==> src/rtl/hazard_scoreboard_if.sv <==
// Issue-side and EX-side signals of the hazard scoreboard.
// The master drives the ID instruction and pipeline controls; the slave returns stall, selects and busy.
interface hazard_scoreboard_if #(
  parameter int REG_AW = 5,
  parameter int FW     = 2
);
  logic              issue_valid_i;
  logic [REG_AW-1:0] issue_rs_i;
  logic [REG_AW-1:0] issue_rt_i;
  logic              issue_rs_use_i;
  logic              issue_rt_use_i;
  logic [REG_AW-1:0] issue_rd_i;
  logic              issue_regwr_i;
  logic              issue_load_i;
  logic              flush_i;
  logic              freeze_i;
  logic              stall_o;
  logic [FW-1:0]     ex_fwd_rs_o;
  logic [FW-1:0]     ex_fwd_rt_o;
  logic              busy_o;

  modport master (
    output issue_valid_i, issue_rs_i, issue_rt_i, issue_rs_use_i, issue_rt_use_i,
    output issue_rd_i, issue_regwr_i, issue_load_i, flush_i, freeze_i,
    input  stall_o, ex_fwd_rs_o, ex_fwd_rt_o, busy_o
  );

  modport slave (
    input  issue_valid_i, issue_rs_i, issue_rt_i, issue_rs_use_i, issue_rt_use_i,
    input  issue_rd_i, issue_regwr_i, issue_load_i, flush_i, freeze_i,
    output stall_o, ex_fwd_rs_o, ex_fwd_rt_o, busy_o
  );
endinterface

==> src/rtl/hazard_scoreboard.sv <==
// Scoreboard of in-flight destination registers between ID and EX: decides issue
// stalls combinationally and registers the EX operand bypass selects.
module hazard_scoreboard #(
  parameter int REG_AW   = 5,
  parameter int DEPTH    = 3,
  parameter int ALU_LAT  = 2,
  parameter int LD_LAT   = 3,
  parameter bit ZERO_REG = 1'b1,
  localparam int FW      = $clog2(DEPTH + 1)
) (
  input logic              clk_i,
  input logic              rst_i,
  hazard_scoreboard_if.slave sb
);

  logic [DEPTH:1]             valid_q, valid_d;
  logic [DEPTH:1][REG_AW-1:0] rd_q, rd_d;
  logic [DEPTH:1]             load_q, load_d;
  logic [FW-1:0]              fwd_rs_q, fwd_rs_d;
  logic [FW-1:0]              fwd_rt_q, fwd_rt_d;

  logic [FW-1:0] rs_k_s, rt_k_s;
  logic          rs_haz_s, rt_haz_s;
  logic          stall_s, adv_s;

  function automatic logic src_match(input logic ent_valid, input logic use_bit,
                                     input logic [REG_AW-1:0] src, input logic [REG_AW-1:0] rd);
    return ent_valid && use_bit && (src == rd) && !(ZERO_REG && (rd == '0));
  endfunction

  // Youngest matching stage per source; walking old-to-young lets the youngest win.
  always_comb begin
    rs_k_s   = '0;
    rt_k_s   = '0;
    rs_haz_s = 1'b0;
    rt_haz_s = 1'b0;
    for (int k = DEPTH; k >= 1; k--) begin
      rs_haz_s = src_match(valid_q[k], sb.issue_rs_use_i, sb.issue_rs_i, rd_q[k]) ?
                 ((k + 1) < (load_q[k] ? LD_LAT : ALU_LAT)) : rs_haz_s;
      rs_k_s   = src_match(valid_q[k], sb.issue_rs_use_i, sb.issue_rs_i, rd_q[k]) ?
                 FW'(k) : rs_k_s;
      rt_haz_s = src_match(valid_q[k], sb.issue_rt_use_i, sb.issue_rt_i, rd_q[k]) ?
                 ((k + 1) < (load_q[k] ? LD_LAT : ALU_LAT)) : rt_haz_s;
      rt_k_s   = src_match(valid_q[k], sb.issue_rt_use_i, sb.issue_rt_i, rd_q[k]) ?
                 FW'(k) : rt_k_s;
    end
    stall_s = sb.issue_valid_i && (rs_haz_s || rt_haz_s);
    adv_s   = sb.issue_valid_i && !stall_s && !sb.flush_i;
  end

  // Pipeline shift and select capture; a freeze holds everything in place.
  always_comb begin
    valid_d  = valid_q;
    rd_d     = rd_q;
    load_d   = load_q;
    fwd_rs_d = fwd_rs_q;
    fwd_rt_d = fwd_rt_q;
    if (!sb.freeze_i) begin
      for (int k = DEPTH; k >= 2; k--) begin
        valid_d[k] = valid_q[k-1];
        rd_d[k]    = rd_q[k-1];
        load_d[k]  = load_q[k-1];
      end
      // Non-writing instructions enter as bubbles so they never match.
      valid_d[1] = adv_s && sb.issue_regwr_i;
      rd_d[1]    = adv_s ? sb.issue_rd_i : '0;
      load_d[1]  = adv_s && sb.issue_load_i;
      // A producer in the last stage is covered by register-file write-through.
      fwd_rs_d   = (adv_s && (rs_k_s != '0) && (int'(rs_k_s) < DEPTH)) ? rs_k_s + FW'(1) : '0;
      fwd_rt_d   = (adv_s && (rt_k_s != '0) && (int'(rt_k_s) < DEPTH)) ? rt_k_s + FW'(1) : '0;
    end else begin
      valid_d  = valid_q;
      fwd_rs_d = fwd_rs_q;
      fwd_rt_d = fwd_rt_q;
    end
  end

  // State registers with asynchronous clear.
  always_ff @(posedge clk_i or posedge rst_i) begin
    if (rst_i) begin
      valid_q  <= '0;
      rd_q     <= '0;
      load_q   <= '0;
      fwd_rs_q <= '0;
      fwd_rt_q <= '0;
    end else begin
      valid_q  <= valid_d;
      rd_q     <= rd_d;
      load_q   <= load_d;
      fwd_rs_q <= fwd_rs_d;
      fwd_rt_q <= fwd_rt_d;
    end
  end

  assign sb.stall_o     = stall_s;
  assign sb.ex_fwd_rs_o = fwd_rs_q;
  assign sb.ex_fwd_rt_o = fwd_rt_q;
  assign sb.busy_o      = |valid_q;

endmodule
==> src/flat_wrapper.sv <==
// flat-port wrapper written by rule: the top's interface ports become plain ports
module hazard_scoreboard_flat 
#(
  parameter int REG_AW   = 5,
  parameter int DEPTH    = 3,
  parameter int ALU_LAT  = 2,
  parameter int LD_LAT   = 3,
  parameter bit ZERO_REG = 1'b1,
  localparam int FW      = $clog2(DEPTH + 1)
)
  (clk_i, rst_i, sb_issue_valid_i, sb_issue_rs_i, sb_issue_rt_i, sb_issue_rs_use_i, sb_issue_rt_use_i, sb_issue_rd_i, sb_issue_regwr_i, sb_issue_load_i, sb_flush_i, sb_freeze_i, sb_stall_o, sb_ex_fwd_rs_o, sb_ex_fwd_rt_o, sb_busy_o);
  hazard_scoreboard_if #(.REG_AW(REG_AW)) sb_i ();
  input logic clk_i;
  input logic rst_i;
  input wire logic [$bits(sb_i.issue_valid_i)-1:0] sb_issue_valid_i;
  input wire logic [$bits(sb_i.issue_rs_i)-1:0] sb_issue_rs_i;
  input wire logic [$bits(sb_i.issue_rt_i)-1:0] sb_issue_rt_i;
  input wire logic [$bits(sb_i.issue_rs_use_i)-1:0] sb_issue_rs_use_i;
  input wire logic [$bits(sb_i.issue_rt_use_i)-1:0] sb_issue_rt_use_i;
  input wire logic [$bits(sb_i.issue_rd_i)-1:0] sb_issue_rd_i;
  input wire logic [$bits(sb_i.issue_regwr_i)-1:0] sb_issue_regwr_i;
  input wire logic [$bits(sb_i.issue_load_i)-1:0] sb_issue_load_i;
  input wire logic [$bits(sb_i.flush_i)-1:0] sb_flush_i;
  input wire logic [$bits(sb_i.freeze_i)-1:0] sb_freeze_i;
  output wire logic [$bits(sb_i.stall_o)-1:0] sb_stall_o;
  output wire logic [$bits(sb_i.ex_fwd_rs_o)-1:0] sb_ex_fwd_rs_o;
  output wire logic [$bits(sb_i.ex_fwd_rt_o)-1:0] sb_ex_fwd_rt_o;
  output wire logic [$bits(sb_i.busy_o)-1:0] sb_busy_o;
  assign sb_i.issue_valid_i = sb_issue_valid_i;
  assign sb_i.issue_rs_i = sb_issue_rs_i;
  assign sb_i.issue_rt_i = sb_issue_rt_i;
  assign sb_i.issue_rs_use_i = sb_issue_rs_use_i;
  assign sb_i.issue_rt_use_i = sb_issue_rt_use_i;
  assign sb_i.issue_rd_i = sb_issue_rd_i;
  assign sb_i.issue_regwr_i = sb_issue_regwr_i;
  assign sb_i.issue_load_i = sb_issue_load_i;
  assign sb_i.flush_i = sb_flush_i;
  assign sb_i.freeze_i = sb_freeze_i;
  assign sb_stall_o = sb_i.stall_o;
  assign sb_ex_fwd_rs_o = sb_i.ex_fwd_rs_o;
  assign sb_ex_fwd_rt_o = sb_i.ex_fwd_rt_o;
  assign sb_busy_o = sb_i.busy_o;
  hazard_scoreboard #(.REG_AW(REG_AW), .DEPTH(DEPTH), .ALU_LAT(ALU_LAT), .LD_LAT(LD_LAT), .ZERO_REG(ZERO_REG)) u_core (.clk_i(clk_i), .rst_i(rst_i), .sb(sb_i));
endmodule
==> config.mk <==
export PLATFORM = sky130hd
export DESIGN_NAME = hazard_scoreboard_flat
export DESIGN_NICKNAME = d
export VERILOG_FILES = /design/src/rtl/hazard_scoreboard_if.sv /design/src/rtl/hazard_scoreboard.sv /design/src/flat_wrapper.sv
export SDC_FILE = /design/constraint.sdc
export NUM_CORES = 1
export LEC_CHECK = 0
export ABC_AREA = 1
export CORE_ASPECT_RATIO = 1.4
export CORE_MARGIN = 5
export CORE_UTILIZATION = 47
export DETAILED_ROUTE_END_ITERATION = 10
export GPL_TIMING_DRIVEN = 0
export MAX_ROUTING_LAYER = met4
export PLACE_DENSITY_LB_ADDON = 0.25
export SYNTH_ARGS = -nofsm -noshare
export SYNTH_HDL_FRONTEND = slang
export SYNTH_SLANG_ARGS = --single-unit
==> constraint.sdc <==
create_clock -name clk_i -period 1.8 [get_ports clk_i]
set_input_delay 0.54 -clock clk_i [delete_from_list [all_inputs] [get_ports clk_i]]
set_output_delay 0.54 -clock clk_i [all_outputs]
set_load 0.01 [all_outputs]
==> results of run 1 <==
[area by class of cell]
type / instances / area (sq um)
flip-flops and latches: 23 / 577
clock buffers: 3 / 41.3
plain buffers: 5 / 18.8
fillers: 315 / 1150
inverters: 38 / 143
repair buffers: 47 / 377
clock inverters: 1 / 5.00
multi-input cells: 194 / 986
well taps: 40 / 50.0
[per-stage QoR]
| step | cell area (sq um) | setup slack [ns] | setup TNS (ns) | std cells | utilization |
|---|---|---|---|---|---|
| 3_3_place_gp | 1960 | -1.07 | -5.48 | 328 | 0.584 |
| 4_1_cts | 2060 | -0.221 | -0.562 | 340 | 0.616 |
| 3_5_place_dp | 1960 | -1.08 | -5.65 | 328 | 0.584 |
| 5_1_grt | 2200 | -0.316 | -1.34 | 351 | 0.656 |
| 2_1_floorplan | 1630 | 0.00625 | 0 | 260 | - |
| 6_report | 2200 | -0.233 | -0.695 | 351 | 0.656 |
[worst max-delay path, stage by stage (launching register included)]
cell     delay, ns
dfrtp_1       0.41
inv_2         0.08
buf_6         0.13
nand2_4       0.05
nor2_4        0.04
nor2_2        0.13
nand3_2       0.10
a21oi_2       0.14
buf_2         0.14
[power by group through the flow]
stage          clock (mW)  sequential (mW)  combinational, mW
3_3_place_gp            0            0.593              0.283
5_1_grt             0.366            0.588              0.367
4_1_cts             0.344            0.583              0.292
2_1_floorplan           0            0.583              0.174
3_5_place_dp            0            0.593              0.285
6_report            0.336            0.584              0.330
[routing by layer]
layer | track usage | vias up | share of wire
li1 | - | 906 | -
met1 | 0.238 | 813 | 0.39
met3 | 0.0210 | 6 | 0.048
met2 | 0.372 | 51 | 0.54
met5 | - | - | 0
met4 | 0.0820 | 0 | 0.014
[worst max path at each step]
stage,start,end,depth (start not counted)
6_report,u_core.rd_q[4],sb_stall_o,8
4_1_cts,u_core.rd_q[4],sb_stall_o,8
5_1_grt,u_core.rd_q[1],sb_stall_o,7
3_5_place_dp,sb_issue_rt_i[4],sb_stall_o,8
3_3_place_gp,sb_issue_rt_i[4],sb_stall_o,8
2_1_floorplan,sb_issue_rt_i[2],u_core.sb.ex_fwd_rt_o[0],13
[kinds of logic (layout without fill, tap and decap cells)]
| group | after synthesis | in the layout | share of synthesized area |
|---|---|---|---|
| flip-flops | 23 | 23 | 0.355 |
| AO/OA/AOI/OAI | 33 | 33 | 0.109 |
| XOR/XNOR | 1 | 1 | 0.00540 |
| adder cells (fa/ha/maj) | 4 | 4 | 0.0308 |
| buffers and inverters | 43 | 94 | 0.0995 |
| AND/OR/NAND/NOR | 156 | 156 | 0.401 |
[cells in the mapped netlist (all sizes together)]
library cell	number	share of area
o21ai	23	0.071
nand3	16	0.063
clkbuf	5	0.012
nor2	30	0.077
ha	4	0.031
nand2	107	0.25
nand4	1	0.0039
xor2	1	0.0054
a21oi	4	0.015
or2	2	0.0077
inv	38	0.088
dfrtp	23	0.35
o22ai	6	0.023
[state kept, by name, indices dropped and copies added, names as in the netlist]
signal and cells:
u_core.rd_q 15, u_core.valid_q 3, u_core.sb.ex_fwd_rs_o 2, u_core.sb.ex_fwd_rt_o 2, u_core.load_q 1
[repair_timing]
action	CTS	global route
endpoints found under the setup margin	6	5
resized for setup	60	27
pin swaps	14	12
buffers inserted	8	11
[cells in the final DEF (no fill, tap or decap), types with 4 or more instances in the layout]
cell type        count
buf_4               17
ha_1                 4
o22ai_1              6
clkdlybuf4s50_1     14
clkbuf_1             5
nor2_1              22
nand2_1             95
nor2_2               4
inv_2               20
inv_1               18
nor2_4               4
dfrtp_1             22
o21ai_0             20
nand3_1             10
buf_2               10
nand2_2             11
==> impl_results.md, run 1 <==
* Vias in the first global route at 1,711
* Post-CTS Hold Buffers at 0
* Library cells used by synthesis at 20
* Hold WS at 0.495 ns
* Syn_area_per_cell at 6.24 sq um
* Routed WL per cell at 13.4 um
* DRT Wirelength at 4.71 mm
* Initial Util at 0.485
* Clock Sinks at 23
* RePlAce Congestion at 0.937
* Worst slew margin at 0.386
* Worst r2r src: u_core.rd_q[1]
* Nets at 340
* Worst Skew at 0.00325 ns
* Peak supply drop at 0.469 mV
* First-pass GRT wire length at 7.42 mm
* Leakage at 1.10 nW
* DIE AREA at 0.00474 sq mm
* Hold depth at 2
* Port buffer count at 28
* Root Buffer: clkbuf_8
* Worst-margin pin slew at 0.921 ns
* Syn Nets at 288
* Setup CP Type: reg2out
* Crit start category: register
* Grt total ovfl at 0
* Antenna violation net count after detailed routing at 0
* Clk slew on worst S/H paths at 0.09 ns
* Gate Count Post-Synth at 260
* Hpwl dp at 3.45 mm
* Max-Cap Viols at 0
* Hold_sp: u_core.sb.ex_fwd_rt_o[1]
* Antenna violations before repair at 0
* Final setup margin at -0.233 ns
* Max FO, Critical Path at 4
* Clock Latency Late Sink at 0.27 ns
* Sequential cell area fraction in the yosys report at 0.355
* R2r worst-path depth at 13
* Yosys warnings at 0
* Row count at 25
* Routed vias at 1,776
* Final period utilization at 1.13
* Total power at 1.25 mW
* PwrDens at 569 mW/mm^2
* Hold Violations, Final at 0
* Sw Share at 0.329
* IO Pins at 30
* Largest net degree at the start of global routing at 24
* Mapped cell area at 0.00162 sq mm
* Clk pwr share at 0.269
* Final setup violating endpoints at 5
* Fmax at 492 MHz
* # H-tree levels at 1
* Pins Over Slew Limit at 0
* Comb power frac at 0.264
* Reg2Reg Capture Point: u_core.sb.ex_fwd_rs_o[1]
* Core box area at 0.00335 sq mm
* Layout cells sized above 1 at 0.283
* NetSw at 0.411 mW
* P&R area growth vs syn at 35.4%
* Worst Path Required at 1.26 ns
* TritonCTS clock tree: yes
* Vias per inst at 5.06
* Total GRT Usage at 0.211
* Synth Register Bits at 23
* Int Pwr at 0.838 mW
* Clock buffer depth at 2
* Drt pass-1 iters at 4
* Chip height at 79.5 um
* RSZ-0062 raised after global routing: yes
* Reg power frac at 0.467
* Crit path DAT at 1.49 ns
* Status: finished with violations
* Final Critical Period at 2.03 ns
* R2r setup slk at -0.14 ns
* DR DRC count at 0
* Violated checks: negative setup slack
* Num CTS Buffers at 3
* Initial drt markers at 103
* Chip Width at 59.7 um
* Antenna Cells at 0
* Hold Crit Class: reg2reg
* End of the worst hold path: u_core.sb.ex_fwd_rt_o[1]
* CP Capture Type: output pin
No activity file was read; power rests on OpenSTA's default activity.
==> run 2, diff against run 1 <==
- CORE_MARGIN: 5 -> unset
==> impl_results.md, run 2 (synthesis results as in run 1) <==
* Status: finished with violations
* Violated checks: negative setup slack
* Largest regs: u_core.rd_q x15, u_core.valid_q x3
* R2r setup slk at -0.14 ns (about the same)
* Clock Sinks at 23 (unchanged)
* Core box area at 0.00321 sq mm (-4.0%)
* DR DRC count at 0 (unchanged)
* IO Pins at 30 (unchanged)
* Initial drt markers at 49 (-52%)
* Port buffer count at 28 (unchanged)
* Fillers at 320 (+1.6%)
* Leakage at 1.06 nW (-3.3%)
* Antenna Cells at 0 (unchanged)
* DRT Wirelength at 4.56 mm (-3.2%)
* Root Buffer: clkbuf_8
* Layout cells sized above 1 at 0.253 (-0.0297)
* Chip Width at 51.7 um (-13%)
* Fmax at 492 MHz (about the same)
* DIE AREA at 0.00369 sq mm (-22%)
* Routed WL per cell at 13.1 um (-2.1%)
* Nets at 337 (-0.88%)
* Clock buffer depth at 2 (unchanged)
* Final period utilization at 1.13 (about the same)
* RePlAce Congestion at 0.896 (-4.4%)
* Final setup margin at -0.234 ns (-0.00127 ns)
* Setup CP Type: reg2out
* Worst slew margin at 0.401 (+0.0155)
* Chip height at 71.5 um (-10%)
* Pins Over Slew Limit at 0 (unchanged)
* Worst Skew at 0.00348 ns (+0.000227 ns)
* Hold Crit Class: reg2reg
* P&R area growth vs syn at 30.3%
* PwrDens at 583 mW/mm^2 (+2.5%)
* Final setup violating endpoints at 5 (unchanged)
* Vias in the first global route at 1,748 (+2.2%)
* Met1 Usage GRT at 0.332 (+0.0945)
* Clock Latency Late Sink at 0.27 ns (about the same)
* Max FO, Critical Path at 4 (unchanged)
* Routed vias at 1,765 (-0.62%)
* First-pass GRT wire length at 7.58 mm (+2.1%)
* Gr busiest metal: met2
* Crit path DAT at 1.49 ns (about the same)
* End of the worst hold path: u_core.sb.ex_fwd_rt_o[1]
* Antenna violations before repair at 0 (unchanged)
* Most common cell after layout, fill and taps aside: nand2_1
* Crit start category: register
* Antenna violation net count after detailed routing at 0 (unchanged)
* Met3 Usage GRT at 0.0255 (+0.00444)
* TritonCTS clock tree: yes
* R2r worst-path depth at 11 (-2)
* Post-CTS Hold Buffers at 0 (unchanged)
* Worst-margin pin slew at 0.897 ns (-0.0233 ns)
* Max-Cap Viols at 0 (unchanged)
* Reg2Reg Capture Point: u_core.sb.ex_fwd_rs_o[0]
* # H-tree levels at 1 (unchanged)
* Biggest register: u_core.rd_q
* Row count at 24 (-4.0%)
* Clk slew on worst S/H paths at 0.09 ns (about the same)
* Initial Util at 0.505 (+0.0202)
* Hpwl dp at 3.33 mm (-3.4%)
* Total power at 1.23 mW (-1.4%)
* GR Util met2 at 0.475 (+0.102)
* Max reg flops at 15 (unchanged)
* Hold depth at 2 (unchanged)
* Num CTS Buffers at 3 (unchanged)
* Vias per inst at 5.09 (+0.53%)
* CP Capture Type: output pin
* Hold_sp: u_core.sb.ex_fwd_rt_o[1]
* Hold Violations, Final at 0 (unchanged)
* Commonest cells after routing, fill and taps aside: nand2_1 (101), dfrtp_1 (22), nor2_1 (21)
* Total GRT Usage at 0.284 (+0.0727)
* Drt pass-1 iters at 4 (unchanged)
* Final Critical Period at 2.03 ns (+0.00127 ns)
* Worst Path Required at 1.26 ns (about the same)
* Grt total ovfl at 0 (unchanged)
* Hold WS at 0.493 ns (-0.00108 ns)
* Worst r2r src: u_core.rd_q[9]
* RSZ-0062 raised after global routing: yes
* Largest net degree at the start of global routing at 24 (unchanged)
* Peak supply drop at 0.577 mV (+23%)
==> run 2: cell types whose count changed in the layout (fill, tap and decap cells not counted), sizes merged <==
cell,delta
buf,-2
clkdlybuf4s15,-1
==> run 2: worst max path at each step <==
stage	from	endpoint	slack, ns	depth (start not counted)
5_1_grt	u_core.rd_q[2]	sb_stall_o	-0.34	8
3_5_place_dp	sb_issue_rt_i[3]	sb_stall_o	-1.05	10
3_3_place_gp	sb_issue_rs_i[1]	sb_stall_o	-1.05	10
6_report	u_core.rd_q[2]	sb_stall_o	-0.23	8
2_1_floorplan	sb_issue_rt_i[2]	u_core.sb.ex_fwd_rt_o[0]	0.006	13
4_1_cts	u_core.rd_q[4]	sb_stall_o	-0.20	8
==> run 2: metal layers <==
| metal | vias to the layer above | part of all wire |
|---|---|---|
| li1 | 898 | - |
| met1 | 801 | 0.43 |
| met2 | 49 | 0.48 |
| met3 | 17 | 0.037 |
| met4 | 0 | 0.045 |
| met5 | - | 0 |
==> run 2: layout make-up <==
class	count	area, sq um	share of cell area
plain buffers	5	18.8	0.00888
flip-flops and latches	23	577	0.273
repair buffers	44	343	0.162
inverters	38	143	0.0675
clock buffers	3	41.3	0.0195
multi-input cells	194	938	0.444
clock inverters	1	5.00	0.00237
well taps	39	48.8	0.0231
==> run 2: report_power, final <==
group | leakage [nW] | total, mW | internal (mW) | switching (mW)
Combinational | 0.724 | 0.311 | 0.126 | 0.185
Sequential | 0.311 | 0.584 | 0.547 | 0.0372
Clock | 0.0255 | 0.338 | 0.155 | 0.183
==> run 2: per-stage QoR <==
step	std cells	instance area, sq um	setup slack (ns)	setup TNS [ns]	util
after floorplan	260	1630	0.00625	0	-
after global placement	327	1950	-1.05	-5.38	0.608
after global routing	347	2110	-0.335	-1.25	0.658
final	347	2110	-0.234	-0.692	0.658
after CTS	342	2060	-0.196	-0.621	0.642
after detailed placement	327	1950	-1.05	-5.50	0.608
==> run 2: repair_timing <==
action                     CTS  global route
resized for setup           68             9
setup endpoints to repair    6             5
buffers inserted            11             5
pin swaps                   12             6
==> run 2: worst max-delay path, cell delays in order (launching register included) <==
cell     delay [ns]
dfrtp_1        0.42
inv_2          0.09
nand2_1        0.05
nand2_1        0.07
nand3_2        0.09
nor2_4         0.11
nand3_2        0.11
a21oi_2        0.16
buf_2          0.14
==> edit 1: new RTL, flow settings as in run 1 <==
`ZERO_REG` is set to 1'b1 in 2 places; all go to 1'b0.
--- a/src/rtl/hazard_scoreboard.sv
+++ b/src/rtl/hazard_scoreboard.sv
@@ -6,5 +6,5 @@
   parameter int ALU_LAT  = 2,
   parameter int LD_LAT   = 3,
-  parameter bit ZERO_REG = 1'b1,
+  parameter bit ZERO_REG = 1'b0,
   localparam int FW      = $clog2(DEPTH + 1)
 ) (
--- a/src/flat_wrapper.sv
+++ b/src/flat_wrapper.sv
@@ -6,5 +6,5 @@
   parameter int ALU_LAT  = 2,
   parameter int LD_LAT   = 3,
-  parameter bit ZERO_REG = 1'b1,
+  parameter bit ZERO_REG = 1'b0,
   localparam int FW      = $clog2(DEPTH + 1)
 )
Function: changed (Yosys sat finds a counterexample within 4 cycles, from zero or initial values and one cycle with rst_i high).
==> edit 1 against run 1 <==
The run still ends with setup timing left; total power shrank 3.9%; synthesized cell count decreased by 6.2%; clock skew rose by 3.3 ps; wire length shrank 4.6%; count of clock-buffer cells in the layout up 1; hold slack gained 35 ps; sequential cell count did not move; area after synthesis grew 0.15%; design area fell by 2.6%; sequential share of layout area rose by 0.65 points; setup slack better by 47 ps; core utilization fell by 1.7 points.
==> edit 1: results (changes against run 1) <==
| Metric | Value |
|---|---|
| Commonest cells in the netlist | `nand2_1 (96), inv_1 (35), dfrtp_1 (23)` |
| Peak supply drop | `468.3 µV (-0.16%)` |
| HP Class | `reg -> reg` |
| Filler cells | `306 (-2.9%)` |
| Xor and xnor fraction of the mapped netlist area | `0.5389% (-0.00083 points)` |
| Status | `complete, but fails checks` |
| Unique masters post-synth | `25 (+25%)` |
| Final setup TNS | `-191.7 ps (+503.5 ps)` |
| LEAKAGE | `1.090 nW (-0.48%)` |
| Dpl cells | `313 (-4.6%)` |
| Via count | `1640 (-7.7%)` |
| Failing checks | `setup timing` |
| Wirelength per Cell | `13.61 µm (+1.4%)` |
| Post-synthesis cell count | `244 (-6.2%)` |
| Final WL | `4492 µm (-4.6%)` |
| Total Routing Usage GR | `20.60% (-0.50 points)` |
| Compound-Gate Fraction of Synth Area | `14.86% (+4.0 points)` |
| Met1 Use GR | `23.91% (+0.12 points)` |
| Seq/Total Area, Yosys | `35.41% (-0.055 points)` |
| Initial DRC Count | `60 (-42%)` |
| Hpwl dp | `3224 µm (-6.5%)` |
| Setup WS post-layout | `-185.6 ps (+47.07 ps)` |
| CTS Buf Count | `3 (unchanged)` |
| Synth Area in Adders | `3.079% (-0.0047 points)` |
| Reg2reg path depth | `13 (unchanged)` |
| M2 GR Usage | `34.09% (-3.1 points)` |
| Final setup fails | `2 (-3)` |
| IO buf count | `29 (+3.6%)` |
| Max FO, Critical Path | `3 (-1)` |
| Worst Tran Pin Value | `922.0 ps (+1.410 ps)` |
| Top post-synthesis cells by area | `dfrtp_1 (35%), nand2_1 (22%), inv_1 (8.1%)` |
| Layout cells sized above 1 | `27.93% (-0.36 points)` |
| RD Place Congestion | `0.8454 (-9.7%)` |
| Initial antenna violation count | `0 (unchanged)` |
| First-pass GRT wire length | `7196 µm (-3.0%)` |
| GR met3 Demand/Resource | `2.427% (+0.32 points)` |
| Final nets | `319 (-6.2%)` |
| CTS clk-pin slew, worst paths | `90 ps (about the same)` |
| Synthesized net count | `272 (-5.6%)` |
| Final setup skew | `6.544 ps (+3.294 ps)` |
-- edit 1: per-stage QoR --
step | utilization, % | hold WS (ps) | cell area, µm² | power, W | setup WS (ps)
after floorplan | - | 469.2 | 1625 | 0.0007372 | 12.95
after global placement | 58.73 | 498.3 | 1966 | 0.0008510 | -1135
after detailed placement | 58.73 | 503.4 | 1966 | 0.0008548 | -1134
after CTS | 60.56 | 524.8 | 2027 | 0.001187 | -174.0
after global routing | 63.93 | 566.6 | 2140 | 0.001274 | -276.2
final | 63.93 | 529.3 | 2140 | 0.001201 | -185.6
-- edit 1: final cells by class --
type	instances	area [µm²]	share of cell area, %
timing repair buffer	42	336.6	15.73
multi-input combinational	177	964.7	45.09
inverter	40	150.1	7.018
clock buffer	4	45.04	2.105
sequential	23	575.6	26.90
tap	40	50.05	2.339
buffer	4	17.52	0.8187
-- edit 1: critical path, stage by stage (launching register included) --
cell and delay (ps):
dfrtp_1 400, buf_4 140, nand2_2 40, a21oi_2 150, nand3_2 90, nand2_2 90
nand2_4 60, nor2_4 110, buf_6 100
-- edit 1: worst paths after layout --
check	startpoint	endpoint	slack, ps
max	u_core.rd_q[2]	sb_stall_o	-190
min	u_core.rd_q[10]	u_core.rd_q[10]	530
max reg2reg	u_core.rd_q[4]	u_core.sb.ex_fwd_rs_o[0]	-10
min reg2reg	u_core.rd_q[10]	u_core.rd_q[10]	530
max in group asynchronous	rst_i	u_core.load_q[1]	470
min in group asynchronous	rst_i	u_core.rd_q[10]	760
-- edit 1: cells by family after synthesis --
group           after synthesis
compound gates               36
fa+ha+maj                     4
simple gates                136
flops                        23
buf+inv                      44
xor+xnor                      1
-- edit 1: repair_timing --
action | CTS | global route
buffers inserted | 7 | 6
cloned | 0 | 0
endpoints found under the setup margin | 12 | 6
pin swaps | 13 | 16
resized for setup | 67 | 23
-- edit 1: metal layers --
metal / vias to the layer above / wire, µm
met3: 9 / 163
li1: 848 / -
met2: 36 / 2352
met4: 0 / 116
met1: 747 / 1860
met5: - / 0
-- edit 1: power by group --
part / leakage, nW / total (W) / switching (W) / internal (W)
logic: 0.755 / 0.000282 / 0.000164 / 0.000118
registers: 0.312 / 0.000578 / 0.0000314 / 0.000547
clock network: 0.0228 / 0.000341 / 0.000182 / 0.000159
total: 1.09 / 0.00120 / 0.000377 / 0.000823
==> edit 2: new RTL, flow settings as in run 1 <==
Made on the original files. Reset style: synchronous (`rst_i`), changed in one clocked block. Comments in the files are not updated.
--- a/src/rtl/hazard_scoreboard.sv
+++ b/src/rtl/hazard_scoreboard.sv
@@ -77,5 +77,5 @@
 
   // State registers with asynchronous clear.
-  always_ff @(posedge clk_i or posedge rst_i) begin
+  always_ff @(posedge clk_i) begin
     if (rst_i) begin
       valid_q  <= '0;
Check against the original RTL: differs if rst_i is asserted again (counterexample within 4 cycles, from zero or initial values and one cycle with rst_i high); with rst_i held inactive, the same outputs for 10 cycles.
==> edit 2 against run 1 <==
The flow still finishes with violations (setup timing); total power shrank 8.2%; wire length is the same; design area grew 2.3%; area after synthesis grew 1.0%; hold slack lost 18 ps; count of clock-buffer cells in the layout is the same; setup slack gained 76 ps; critical path depth grew 1; global-route usage shrank 0.36 points; sequential cell count is the same; synthesized cell count grew 5.4%; register-to-register slack gained 90 ps; critical endpoint unchanged.
==> edit 2: results (changes against run 1) <==
| Metric | Value |
|---|---|
| Failing checks | `setup timing` |
| Setup crit start | `sb_issue_rt_i[2]` |
| Commonest cells in the netlist | `nand2_1 (100), nor2_1 (44), dfxtp_1 (23)` |
| Vias in the first global route | `1727 (+0.94%)` |
| WL met2 | `2429 µm (-5.0%)` |
| Compound-Gate Fraction of Synth Area | `13.59% (+2.7 points)` |
| Dpl cells | `342 (+4.3%)` |
| Unique masters post-synth | `27 (+35%)` |
| P_comb | `0.000264 W (-20%)` |
| Wl on met1 | `1855 µm (about the same)` |
| Status | `complete, but fails checks` |
| Reg2reg path depth | `12 (-1)` |
| Clock network power | `0.000342 W (+2%)` |
| Slowest stage delay, CP | `160 ps (-250 ps)` |
| Hold Slack | `476.9 ps (-17.56 ps)` |
| Setup WS post-layout | `-156.5 ps (+76.14 ps)` |
| First-pass GRT wire length | `7383 µm (-0.46%)` |
| Final setup skew | `6.179 ps (+2.929 ps)` |
| GR met3 Demand/Resource | `2.751% (+0.65 points)` |
| Switch share | `31.44% (-1.5 points)` |
| Peak supply drop | `482.6 µV (+2.9%)` |
| Final setup fails | `5 (unchanged)` |
| R2R Setup Slk | `-50 ps (+90 ps)` |
| FF-to-FF End | `u_core.sb.ex_fwd_rs_o[1]` |
| Dpl cell area | `1974 µm² (+0.96%)` |
| RD Place Congestion | `0.9423 (+0.60%)` |
| Layout cells sized above 1 | `36.71% (+8.4 points)` |
| M2 GR Usage | `34.20% (-3.0 points)` |
| Synthesized area per cell | `5.982 µm² (-4.2%)` |
| Pin count of the biggest net entering global routing | `15 (-38%)` |
| Pwr Density | `510.2 nW/µm² (-10%)` |
## edit 2: cell types whose count changed after synthesis, moves of 7 or more
cell / before / now
a211oi_1: 0 / 10
dfrtp_1: 23 / 0
dfxtp_1: 0 / 23
nor2_1: 25 / 44
o21a_1: 0 / 7
o21ai_0: 21 / 5
## edit 2: area by class of cell
cell class	count	share of cell area, %
Buffer	7	1.281
Clock buffer	3	1.837
Clock inverter	1	0.3341
Inverter	34	6.125
Multi-Input combinational cell	210	52.00
Sequential cell	23	21.99
Tap cell	40	2.227
Timing Repair Buffer	38	14.20
## edit 2: timing repair
| item | CTS | global route |
|---|---|---|
| hold endpoints to repair | 0 | 0 |
| hold buffers | 0 | 0 |
| gates resized for setup | 100 | 44 |
| endpoints found under the setup margin | 13 | 6 |
| buffers inserted | 6 | 4 |
| pin swaps | 17 | 23 |
## edit 2: worst max-delay path, delay by kind of cell
kind / cells / cell delay, ps
buffers and inverters: 3 / 310
AND/OR/NAND/NOR: 5 / 440
AO/OA/AOI/OAI: 1 / 110
